`config.mk`:
```
export PLATFORM = sky130hd
export DESIGN_NAME = instr_encoder_loader_flat
export DESIGN_NICKNAME = d
export VERILOG_FILES = /design/src/rtl/instr_encoder_loader_if.sv /design/src/rtl/instr_encoder_loader.sv /design/src/flat_wrapper.sv
export SDC_FILE = /design/constraint.sdc
export NUM_CORES = 1
export LEC_CHECK = 0
export CAP_MARGIN = 15
export CELL_PAD_IN_SITES_DETAIL_PLACEMENT = 0
export CELL_PAD_IN_SITES_GLOBAL_PLACEMENT = 2
export CORE_ASPECT_RATIO = 1.5
export CORE_MARGIN = 1.5
export CORE_UTILIZATION = 30
export CTS_CLUSTER_SIZE = 8
export DETAILED_ROUTE_END_ITERATION = 8
export GPL_ROUTABILITY_DRIVEN = 1
export PLACE_DENSITY = 0.92
export SETUP_SLACK_MARGIN = 0.5
export SKIP_CTS_REPAIR_TIMING = 1
export SYNTH_ARGS = -nofsm -noshare
export SYNTH_HDL_FRONTEND = slang
export SYNTH_SLANG_ARGS = --single-unit
```
`constraint.sdc`:
```
create_clock -name clk -period 3.5 [get_ports clk]
set_input_delay 0.35 -clock clk [delete_from_list [all_inputs] [get_ports clk]]
set_output_delay 0.35 -clock clk [all_outputs]
set_load 0.05 [all_outputs]
```
`src/rtl/instr_encoder_loader_if.sv`:
```
// -----------------------------------------------------------------------------
// instr_encoder_loader_if
//   Symbolic-instruction stream carried from a program source into the
//   instruction encoder/loader over a valid/ready handshake.
//
//   in_valid  producer -> loader   instruction offered
//   in_ready  loader -> producer   instruction taken when in_valid & in_ready
//   op_sel    producer -> loader   operation select (0 JMR .. 15 STP)
//   rd, rs    producer -> loader   register fields
//   imm       producer -> loader   immediate / absolute address
// -----------------------------------------------------------------------------
interface instr_encoder_loader_if;
  logic        in_valid;
  logic        in_ready;
  logic [3:0]  op_sel;
  logic [2:0]  rd;
  logic [2:0]  rs;
  logic [15:0] imm;

  modport master (output in_valid, op_sel, rd, rs, imm, input in_ready);
  modport slave  (input in_valid, op_sel, rd, rs, imm, output in_ready);
endinterface

```
`src/rtl/instr_encoder_loader.sv`:
```
// -----------------------------------------------------------------------------
// instr_encoder_loader
//   Inverse of the CPU instruction decoder: accepts symbolic instructions,
//   encodes them into 16-bit words and writes them sequentially into the
//   instruction RAM. SIM takes two words (opcode word, then the immediate),
//   mirroring the decoder's extra fetch state. Used for boot/program load.
//
//   Optional feature macro: ENC_RANGE_CHECK_EN
//     defined   : JMD/CALL/LDA with imm[15:12] != 0 are accepted but dropped,
//                 and err_o pulses for one cycle.
//     undefined : imm[15:12] is silently truncated; err_o stays 0.
//
// Parameters
//   ADDR_W  instruction RAM address width
//   DEPTH   usable words (<= 2**ADDR_W); the write pointer never passes it
//
// Ports
//   clk               clock, rising edge
//   rst_n             synchronous reset, active-low
//   in_if             instruction stream (slave side of the handshake)
//   start_i           synchronous clear of pointer/count, aborts in-flight words
//   instr_addr_o      RAM write address (holds when not writing)
//   instr_data_o      RAM write data (holds when not writing)
//   ram_wren_instr_o  RAM write strobe, one cycle per word
//   busy_o            a word write is in progress
//   full_o            count_o == DEPTH
//   count_o           words written since reset/start
//   err_o             one-cycle range-error pulse
// -----------------------------------------------------------------------------
module instr_encoder_loader #(
  parameter int ADDR_W = 8,
  parameter int DEPTH  = 256
) (
  input  logic                  clk,
  input  logic                  rst_n,
  instr_encoder_loader_if.slave in_if,
  input  logic                  start_i,
  output logic [ADDR_W-1:0]     instr_addr_o,
  output logic [15:0]           instr_data_o,
  output logic                  ram_wren_instr_o,
  output logic                  busy_o,
  output logic                  full_o,
  output logic [ADDR_W:0]       count_o,
  output logic                  err_o
);

  localparam logic [1:0] ST_IDLE = 2'd0;
  localparam logic [1:0] ST_WR1  = 2'd1;
  localparam logic [1:0] ST_WR2  = 2'd2;

  localparam logic [3:0] OP_JMR   = 4'd0;
  localparam logic [3:0] OP_INC   = 4'd1;
  localparam logic [3:0] OP_DEC   = 4'd2;
  localparam logic [3:0] OP_SIM   = 4'd3;
  localparam logic [3:0] OP_ADD   = 4'd4;
  localparam logic [3:0] OP_SUB   = 4'd5;
  localparam logic [3:0] OP_MOV   = 4'd6;
  localparam logic [3:0] OP_PUSH  = 4'd7;
  localparam logic [3:0] OP_POP   = 4'd8;
  localparam logic [3:0] OP_STORE = 4'd9;
  localparam logic [3:0] OP_MUL   = 4'd10;
  localparam logic [3:0] OP_JMD   = 4'd11;
  localparam logic [3:0] OP_CALL  = 4'd12;
  localparam logic [3:0] OP_LDA   = 4'd13;
  localparam logic [3:0] OP_RTN   = 4'd14;
  localparam logic [3:0] OP_STP   = 4'd15;

  localparam logic [ADDR_W:0]   DEPTH_C    = (ADDR_W+1)'(DEPTH);
  localparam logic [ADDR_W:0]   CNT_ZERO_C = (ADDR_W+1)'(0);
  localparam logic [ADDR_W:0]   CNT_ONE_C  = (ADDR_W+1)'(1);
  localparam logic [ADDR_W-1:0] ADDR_ONE_C = ADDR_W'(1);

  // First (or only) instruction word; unused low bits are zero.
  function automatic logic [15:0] enc_word1(input logic [3:0]  op,
                                            input logic [2:0]  rd,
                                            input logic [2:0]  rs,
                                            input logic [11:0] imm_lo);
    logic [15:0] w;
    w = 16'h0000;
    case (op)
      OP_JMR:   w = {9'b000000000, rd, 4'b0000};
      OP_INC:   w = {9'b000001000, rd, 4'b0000};
      OP_DEC:   w = {9'b000001001, rd, 4'b0000};
      OP_SIM:   w = {9'b000001100, rd, 4'b0000};
      OP_ADD:   w = {6'b010000, rd, rs, 4'b0000};
      OP_SUB:   w = {6'b010010, rd, rs, 4'b0000};
      OP_MOV:   w = {6'b010110, rd, rs, 4'b0000};
      OP_PUSH:  w = {6'b011000, rd, rs, 4'b0000};
      OP_POP:   w = {6'b011010, rd, rs, 4'b0000};
      OP_STORE: w = {6'b011011, rd, rs, 4'b0000};
      OP_MUL:   w = {3'b100, 3'b000, rd, rs, 4'b0000};
      OP_JMD:   w = {4'b1100, imm_lo};
      OP_CALL:  w = {4'b1101, imm_lo};
      OP_LDA:   w = {4'b1110, imm_lo};
      OP_RTN:   w = 16'hF000;
      OP_STP:   w = 16'hF010;
      default:  w = 16'h0000;
    endcase
    return w;
  endfunction

  logic [1:0]        state_q, state_d;
  logic [ADDR_W:0]   count_q, count_d;
  logic [ADDR_W-1:0] addr_q, addr_d;
  logic [15:0]       data_q, data_d;
  logic [15:0]       imm_q, imm_d;
  logic              sim_q, sim_d;
  logic              err_q, err_d;

  logic [ADDR_W:0]   free_s;
  logic              is_sim_s;
  logic              ready_s;
  logic              accept_s;
  logic              range_bad_s;

  assign free_s   = DEPTH_C - count_q;
  assign is_sim_s = (in_if.op_sel == OP_SIM);
  // A SIM needs two free slots so it never straddles the full boundary.
  assign ready_s  = (state_q == ST_IDLE) && !start_i && (free_s != CNT_ZERO_C) &&
                    !(is_sim_s && (free_s == CNT_ONE_C));
  assign accept_s = in_if.in_valid && ready_s;

`ifdef ENC_RANGE_CHECK_EN
  assign range_bad_s = ((in_if.op_sel == OP_JMD) || (in_if.op_sel == OP_CALL) ||
                        (in_if.op_sel == OP_LDA)) && (in_if.imm[15:12] != 4'h0);
`else
  assign range_bad_s = 1'b0;
`endif

  // Next-state logic: start dominates, then the accept/WR1/WR2 sequence.
  always_comb begin
    state_d = state_q;
    count_d = count_q;
    addr_d  = addr_q;
    data_d  = data_q;
    imm_d   = imm_q;
    sim_d   = sim_q;
    err_d   = 1'b0;
    if (start_i) begin
      state_d = ST_IDLE;
      count_d = CNT_ZERO_C;
    end else begin
      case (state_q)
        ST_IDLE: begin
          if (accept_s) begin
            if (range_bad_s) begin
              // Handshake completes but nothing is written.
              err_d = 1'b1;
            end else begin
              state_d = ST_WR1;
              addr_d  = count_q[ADDR_W-1:0];
              data_d  = enc_word1(in_if.op_sel, in_if.rd, in_if.rs, in_if.imm[11:0]);
              imm_d   = in_if.imm;
              sim_d   = is_sim_s;
            end
          end else begin
            state_d = ST_IDLE;
          end
        end
        ST_WR1: begin
          count_d = count_q + CNT_ONE_C;
          if (sim_q) begin
            // Second SIM word goes to the next address.
            state_d = ST_WR2;
            addr_d  = addr_q + ADDR_ONE_C;
            data_d  = imm_q;
          end else begin
            state_d = ST_IDLE;
          end
        end
        ST_WR2: begin
          count_d = count_q + CNT_ONE_C;
          state_d = ST_IDLE;
        end
        default: begin
          state_d = ST_IDLE;
        end
      endcase
    end
  end

  // State and datapath registers with synchronous active-low reset.
  always_ff @(posedge clk) begin
    if (!rst_n) begin
      state_q <= ST_IDLE;
      count_q <= CNT_ZERO_C;
      addr_q  <= {ADDR_W{1'b0}};
      data_q  <= 16'h0000;
      imm_q   <= 16'h0000;
      sim_q   <= 1'b0;
      err_q   <= 1'b0;
    end else begin
      state_q <= state_d;
      count_q <= count_d;
      addr_q  <= addr_d;
      data_q  <= data_d;
      imm_q   <= imm_d;
      sim_q   <= sim_d;
      err_q   <= err_d;
    end
  end

  assign in_if.in_ready   = ready_s;
  assign instr_addr_o     = addr_q;
  assign instr_data_o     = data_q;
  // start must suppress the word in the very cycle it is raised.
  assign ram_wren_instr_o = ((state_q == ST_WR1) || (state_q == ST_WR2)) && !start_i;
  assign busy_o           = (state_q != ST_IDLE);
  assign full_o           = (count_q == DEPTH_C);
  assign count_o          = count_q;
  assign err_o            = err_q;

endmodule
```
`src/flat_wrapper.sv`:
```
// flat-port wrapper written by rule: the top's interface ports become plain ports
module instr_encoder_loader_flat 
#(
  parameter int ADDR_W = 8,
  parameter int DEPTH  = 256
)
  (clk, rst_n, start_i, instr_addr_o, instr_data_o, ram_wren_instr_o, busy_o, full_o, count_o, err_o, in_if_in_valid, in_if_op_sel, in_if_rd, in_if_rs, in_if_imm, in_if_in_ready);
  instr_encoder_loader_if in_if_i ();
  input  logic clk;
  input  logic rst_n;
  input  logic start_i;
  output logic [ADDR_W-1:0] instr_addr_o;
  output logic [15:0] instr_data_o;
  output logic ram_wren_instr_o;
  output logic busy_o;
  output logic full_o;
  output logic [ADDR_W:0] count_o;
  output logic err_o;
  input wire logic [$bits(in_if_i.in_valid)-1:0] in_if_in_valid;
  input wire logic [$bits(in_if_i.op_sel)-1:0] in_if_op_sel;
  input wire logic [$bits(in_if_i.rd)-1:0] in_if_rd;
  input wire logic [$bits(in_if_i.rs)-1:0] in_if_rs;
  input wire logic [$bits(in_if_i.imm)-1:0] in_if_imm;
  output wire logic [$bits(in_if_i.in_ready)-1:0] in_if_in_ready;
  assign in_if_i.in_valid = in_if_in_valid;
  assign in_if_i.op_sel = in_if_op_sel;
  assign in_if_i.rd = in_if_rd;
  assign in_if_i.rs = in_if_rs;
  assign in_if_i.imm = in_if_imm;
  assign in_if_in_ready = in_if_i.in_ready;
  instr_encoder_loader #(.ADDR_W(ADDR_W), .DEPTH(DEPTH)) u_core (.clk(clk), .rst_n(rst_n), .in_if(in_if_i), .start_i(start_i), .instr_addr_o(instr_addr_o), .instr_data_o(instr_data_o), .ram_wren_instr_o(ram_wren_instr_o), .busy_o(busy_o), .full_o(full_o), .count_o(count_o), .err_o(err_o));
endmodule
```
==> results.md, run 1 <==
- Global-route wire length before repair: 15400 µm
- TNS Setup: 0 ns
- Crit path max fanout: 12
- Period utilization: 0.8086
- Antenna violations before repair: 0
- Core Box Area: 10590 µm²
- Hold Path Depth: 2
- Die Y-Extent: 130.5 µm
- Leak pwr: 1.446 nW
- Count leader, synth: nand2_1
- Vias per cell: 5.229
- Layout cells sized above 1: 0.08389
- Pins over their slew limit: 0
- # IOs: 68
- Post-layout nets: 489
- Worst setup SP type: flip-flop
- Die area: 11490 µm²
- Number of CTS-inserted buffers: 5
- Vias in the first global route: 3081
- Via count: 3122
- Worst Hold Class: flip-flop to flip-flop
- Post-synth EDFFs: 0
- RSZ-0062 raised after global routing: false
- CP endpoint kind: primary output
- CTS tree: done
- Warnings from Yosys: 0
- CTS H-tree depth: 2
- Commonest cells post-synth: nand2_1, dfxtp_1, mux2i_1
- Hold path start: u_core.imm_q[4]$_SDFFE_PN0P_
- Post-route DRC: 0
- Area growth syn-to-layout: 27.38%
- FILL cells: 1130
- WP data required: 3.15 ns
- Remaining Overflow, GRT: 0
- CP peak stage delay: 0.41 ns
- Share of the synthesized area in the top cell type: 0.3200
- Worst EP arrival: 2.48 ns
- F_max: 353.3 MHz
- DRT iter0 DRCs: 179
- Largest cells by area after synthesis: dfxtp_1, nand2_1, mux2i_1, a211oi_1, o21ai_0
- R2R cell count: 7
- Unique masters post-synth: 56
- Worst-path clk slew: 0.07 ns
- Port bufs: 66
- Slew headroom: 0.4405
- Final hold vios: 0
- Post-DRT Antenna Nets: 0
- Max VDD drop: 0.1882 mV
- Total track usage: 0.1713
- Register area share after synthesis: 0.3200
- Reg2reg setup slack: 0.90 ns
- Critical path's most frequent cell: ha_1
- Synth async-reset ratio: 0
- Post-Syn Area: 3253 µm²
- CP max-delay cell: dfxtp_2
- CP Class: flip-flop to primary output
- Slew @ Worst Pin: 0.8393 ns
- Mean Syn Cell Area: 8.013 µm²
- Min cycle time layout: 2.830 ns
- Pwr/cell area: 354.0 nW/µm²
- Skew final: 0.01181 ns
- Clock tree buffer depth: 2
- Initial core utilization: 0.3072
- Number of cell rows: 46
- Clk Latency, worst-skew pair: 0.30 ns
- Reg2reg start: u_core.state_q[1]$_SDFF_PP0_
- R2R Path End: u_core.instr_data_o[1]$_SDFFE_PN0P_
- Worst-path cell chain: inv_1 -> ha_1 -> nor3b_2 -> and2_1 -> ha_1 -> a211oi_4 -> buf_6 -> a21oi_2 -> buf_4
- Delay-heaviest family, CP: adder cells
- Root Driver: clkbuf_16
- Status: finished clean
- Die Wd: 88.03 µm
- Post-Route WL: 9688 µm
- First drt pass iteration count: 4
- Cell count after synthesis: 406
- Ant diodes: 0
- Clock sink count: 52
- Final setup vio count: 0
- Placed inst area: 3968 µm²
- Post-DP HPWL: 6848 µm
- Crit path buf inv count: 3
- Top_reg_cell synth: dfxtp_1
- Top cell type by total area after synthesis: dfxtp_1
- #FFs+latches synth: 52
- WL per Instance: 16.23 µm
- Mapped Nets: 443
- Finished Cell Area: 4144 µm²
- Hold EP: u_core.imm_q[4]$_SDFFE_PN0P_
- Max-cap viol count: 0
- Largest net degree at the start of global routing: 54
- GPL Wtd Cong: 0.7936
-- layout make-up --
cell class / count / area [µm²] / share of cell area
Clock inverter: 1 / 7.507 / 0.001812
Timing Repair Buffer: 76 / 729.5 / 0.1760
Inverter: 20 / 75.07 / 0.01812
Multi-Input combinational cell: 297 / 1963 / 0.4737
Clock buffer: 7 / 142.6 / 0.03442
Sequential cell: 52 / 1046 / 0.2524
Tap cell: 144 / 180.2 / 0.04348
-- layout by cell type (no fill, tap or decap), drive strengths merged, types with 3 or more instances in the layout --
master and instances:
a31oi 7, nand2b 5, ha 7, clkdlybuf4s50 64, nand2 70, a22oi 7
o21ai 19, a221oi 5, o211ai 8, a221o 3, dfxtp 52, buf 12
nor4 4, nor3 7, a21oi 19, mux2 3, mux2i 24, clkbuf 7
inv 20, nor2 18, a211oi 17, nand4 8, nor2b 5, xor2 5
and2 7, nand3 8, or3 3, a22o 5, o32ai 5, xnor2 4
-- tightest hold or removal path, cell delays in order, from the launching register on --
cell,delay (ns)
dfxtp_1,0.31
nand2_1,0.05
mux2i_1,0.05
-- per-stage QoR --
| stage | util | setup slack [ns] | power (W) | instances | hold WS (ns) |
|---|---|---|---|---|---|
| 2_1_floorplan | - | 0.5709 | 0.0008592 | 406 | 0.4301 |
| 3_3_place_gp | 0.3746 | 0.8199 | 0.0009681 | 588 | 0.4371 |
| 3_5_place_dp | 0.3746 | 0.7262 | 0.0009703 | 588 | 0.4475 |
| 4_1_cts | 0.3888 | 0.4615 | 0.001484 | 596 | 0.4572 |
| 5_1_grt | 0.3913 | 0.5341 | 0.001529 | 597 | 0.4701 |
| 6_report | 0.3913 | 0.6698 | 0.001467 | 597 | 0.4554 |
-- logic make-up after synthesis --
group                      after synthesis  synth area share
other                                    1          0.001153
adders and majority gates                8           0.03000
buffers and inverters                   57           0.08538
AOI/OAI and AO/OA                      111            0.2469
DFF                                     52            0.3200
muxes                                   27           0.08423
xor gates and xnor gates                 9           0.02423
and+or+nand+nor                        141            0.2081
-- report_power, final --
part	internal, W	total, W	switching [W]
logic	0.000126	0.000323	0.000197
clock network	0.000285	0.000508	0.000223
registers	0.000617	0.000636	0.0000188
-- layer usage --
| layer | GRT usage | vias to the layer above | part of all wire |
|---|---|---|---|
| met5 | 0 | - | 0 |
| met4 | 0.06250 | 0 | 0.022 |
| met3 | 0.03015 | 13 | 0.043 |
| met2 | 0.2946 | 82 | 0.49 |
| met1 | 0.2125 | 1487 | 0.44 |
| li1 | - | 1540 | - |
-- sequential cells by signal (all words and copies together) (netlist names) --
name / flops
u_core.sim_q: 1
u_core.imm_q: 16
u_core.state_q: 2
u_core.instr_addr_o: 8
u_core.count_o: 9
u_core.instr_data_o: 16
-- worst max-delay path by stage --
stage	endpoint	cells after the start	start
2_1_floorplan	in_if_in_ready	8	u_core.count_o[0]$_SDFFE_PP0N_
3_3_place_gp	u_core.imm_q[1]$_SDFFE_PN0P_	10	u_core.count_o[0]$_SDFFE_PP0N_
3_5_place_dp	u_core.imm_q[5]$_SDFFE_PN0P_	10	u_core.count_o[0]$_SDFFE_PP0N_
4_1_cts	in_if_in_ready	9	u_core.count_o[0]$_SDFFE_PP0N_
5_1_grt	in_if_in_ready	9	u_core.count_o[1]$_SDFFE_PP0N_
6_report	in_if_in_ready	9	u_core.count_o[1]$_SDFFE_PP0N_
Note: power is estimated with default switching activity, not from simulation.
==> run 2, diff against run 1 <==
- clock period: 3.5 -> 2.9 ns (I/O delays scaled with it)
==> results.md, run 2 (synthesis results as in run 1) <==
- Ant diodes: 0
- Largest net degree at the start of global routing: 54
- Number of cell rows: 46
- Switching Share: 0.3003
- Antenna violations before repair: 0
- Max VDD drop: 0.2001 mV
- Post-route DRC: 0
- Power share of the clock group: 0.345
- Global-route wire length before repair: 15300 µm
- Skew final: 0.005281 ns
- Period utilization: 0.8522
- Comb pwr share: 0.229
- Post-DRT Antenna Nets: 0
- Core Box Area: 10590 µm²
- NetSw: 0.0005395 W
- Worst EP arrival: 2.18 ns
- First drt pass iteration count: 5
- Worst setup SP type: flip-flop
- Post-layout nets: 505
- Die area: 11490 µm²
- Slew headroom: 0.4903
- Critical path's most frequent cell: ha_4
- Slew @ Worst Pin: 0.7643 ns
- Crit path max fanout: 8
- Commonest non-fill, non-tap cells in the layout: nand2_1, clkdlybuf4s50_1, dfxtp_1
- CP Class: flip-flop to primary output
- CTS tree: done
- Commonest non-fill, non-tap cell in the layout: nand2_1
- Die Y-Extent: 130.5 µm
- Worst-path cell chain: inv_4 -> ha_4 -> nor3b_4 -> and2_4 -> ha_4 -> a211oi_4 -> buf_12 -> a21oi_2 -> buf_6
- Layout cells sized above 1: 0.1386
- Min cycle time layout: 2.471 ns
- Setup ws final: 0.4288 ns
- Pins over their slew limit: 0
- Number of CTS-inserted buffers: 5
- Status: finished clean
- Worst-path clk slew: 0.07 ns
- Dpl ws: 0.4061 ns
- RSZ-0062 raised after global routing: true
- # IOs: 68
- DRT iter0 DRCs: 105
- Clk Latency, worst-skew pair: 0.30 ns
- WL per Instance: 16.58 µm
- Delay-heaviest family, CP: compound AO/OA/AOI/OAI gates
- Final hold vios: 0
- CP endpoint kind: primary output
- Vias per cell: 5.230
- Initial core utilization: 0.3072
- Post-Route WL: 10170 µm
- Post-DP HPWL: 6963 µm
- WP data required: 2.61 ns
- Root Driver: clkbuf_16
- FILL cells: 1132
- Clock sink count: 52
- Leak pwr: 1.602 nW
- Die Wd: 88.03 µm
- Via count: 3206
- F_max: 404.7 MHz
- Clock tree buffer depth: 2
- Final setup vio count: 0
- Crit path buf inv count: 3
- Seq pwr share: 0.426
- Max-cap viol count: 0
- Worst Hold Class: flip-flop to flip-flop
- CTS H-tree depth: 2
- Port bufs: 66
- Vias in the first global route: 3052
- Total track usage: 0.1709
- Int Pwr: 0.001257 W
- Remaining Overflow, GRT: 0
- TNS Setup: 0 ns
- CP peak stage delay: 0.38 ns
- GPL Wtd Cong: 0.7997
- CP max-delay cell: dfxtp_4
- Pwr/cell area: 412.1 nW/µm²
- Area growth syn-to-layout: 34.00%
## run 2: cell types whose count changed in the layout (fill, tap and decap cells not counted), sizes merged
cell           delta
clkinvlp          +1
clkbuf            +1
dlymetal6s2s      +3
buf              +14
clkdlybuf4s50     -3
## run 2: path summary, 6_finish.rpt
kind / from / to / slack [ns] / cells past startpoint
worst max-delay path: u_core.count_o[1]$_SDFFE_PP0N_ / in_if_in_ready / 0.43 / 9
worst max register to register: u_core.count_o[1]$_SDFFE_PP0N_ / u_core.instr_data_o[7]$_SDFFE_PN0P_ / 0.56 / 10
worst min register to register: u_core.imm_q[4]$_SDFFE_PN0P_ / u_core.imm_q[4]$_SDFFE_PN0P_ / 0.46 / 2
worst min-delay path: u_core.imm_q[4]$_SDFFE_PN0P_ / u_core.imm_q[4]$_SDFFE_PN0P_ / 0.46 / 2
## run 2: metal layers
metal	track usage	up-vias	share of wire
met5	0	-	0
met4	0.04963	0	0.015
met3	0.02261	12	0.051
met2	0.3107	92	0.52
met1	0.2074	1522	0.41
li1	-	1580	-
## run 2: power groups by stage
| stage | registers (W) | logic [W] | clock network (W) |
|---|---|---|---|
| final | 0.000766 | 0.000412 | 0.000619 |
| after floorplan | 0.000838 | 0.000198 | 0 |
| after detailed placement | 0.000782 | 0.000396 | 0 |
| after global placement | 0.000782 | 0.000392 | 0 |
| after CTS | 0.000766 | 0.000398 | 0.000629 |
| after global routing | 0.000769 | 0.000443 | 0.000659 |
## run 2: final cells by class
cell class	count	area, µm²	share of cell area
Multi-Input combinational cell	297	1998	0.4584
Sequential cell	52	1054	0.2417
Timing Repair Buffer	91	889.6	0.2041
Tap cell	144	180.2	0.04133
Clock buffer	7	142.6	0.03272
Inverter	20	83.83	0.01923
Clock inverter	1	6.256	0.001435
Timing Repair inverter	1	5.005	0.001148
## run 2: per-stage QoR
stage | hold WS [ns] | cells | util | power (W) | cell area (µm²)
floorplan | 0.4301 | 406 | - | 0.001037 | 3298
global placement | 0.4379 | 594 | 0.3828 | 0.001174 | 4054
detailed placement | 0.4494 | 594 | 0.3828 | 0.001178 | 4054
CTS | 0.4610 | 602 | 0.3969 | 0.001793 | 4203
global route | 0.4735 | 613 | 0.4116 | 0.001870 | 4359
finish | 0.4569 | 613 | 0.4116 | 0.001796 | 4359
## run 2: worst register-to-register path: cells and delay by family (launching register included)
family | cells | cell delay (ns)
AND/OR/NAND/NOR | 2 | 0.37
flip-flops | 1 | 0.38
adder cells (fa/ha/maj) | 2 | 0.36
AO/OA/AOI/OAI | 3 | 0.72
buffers and inverters | 3 | 0.42
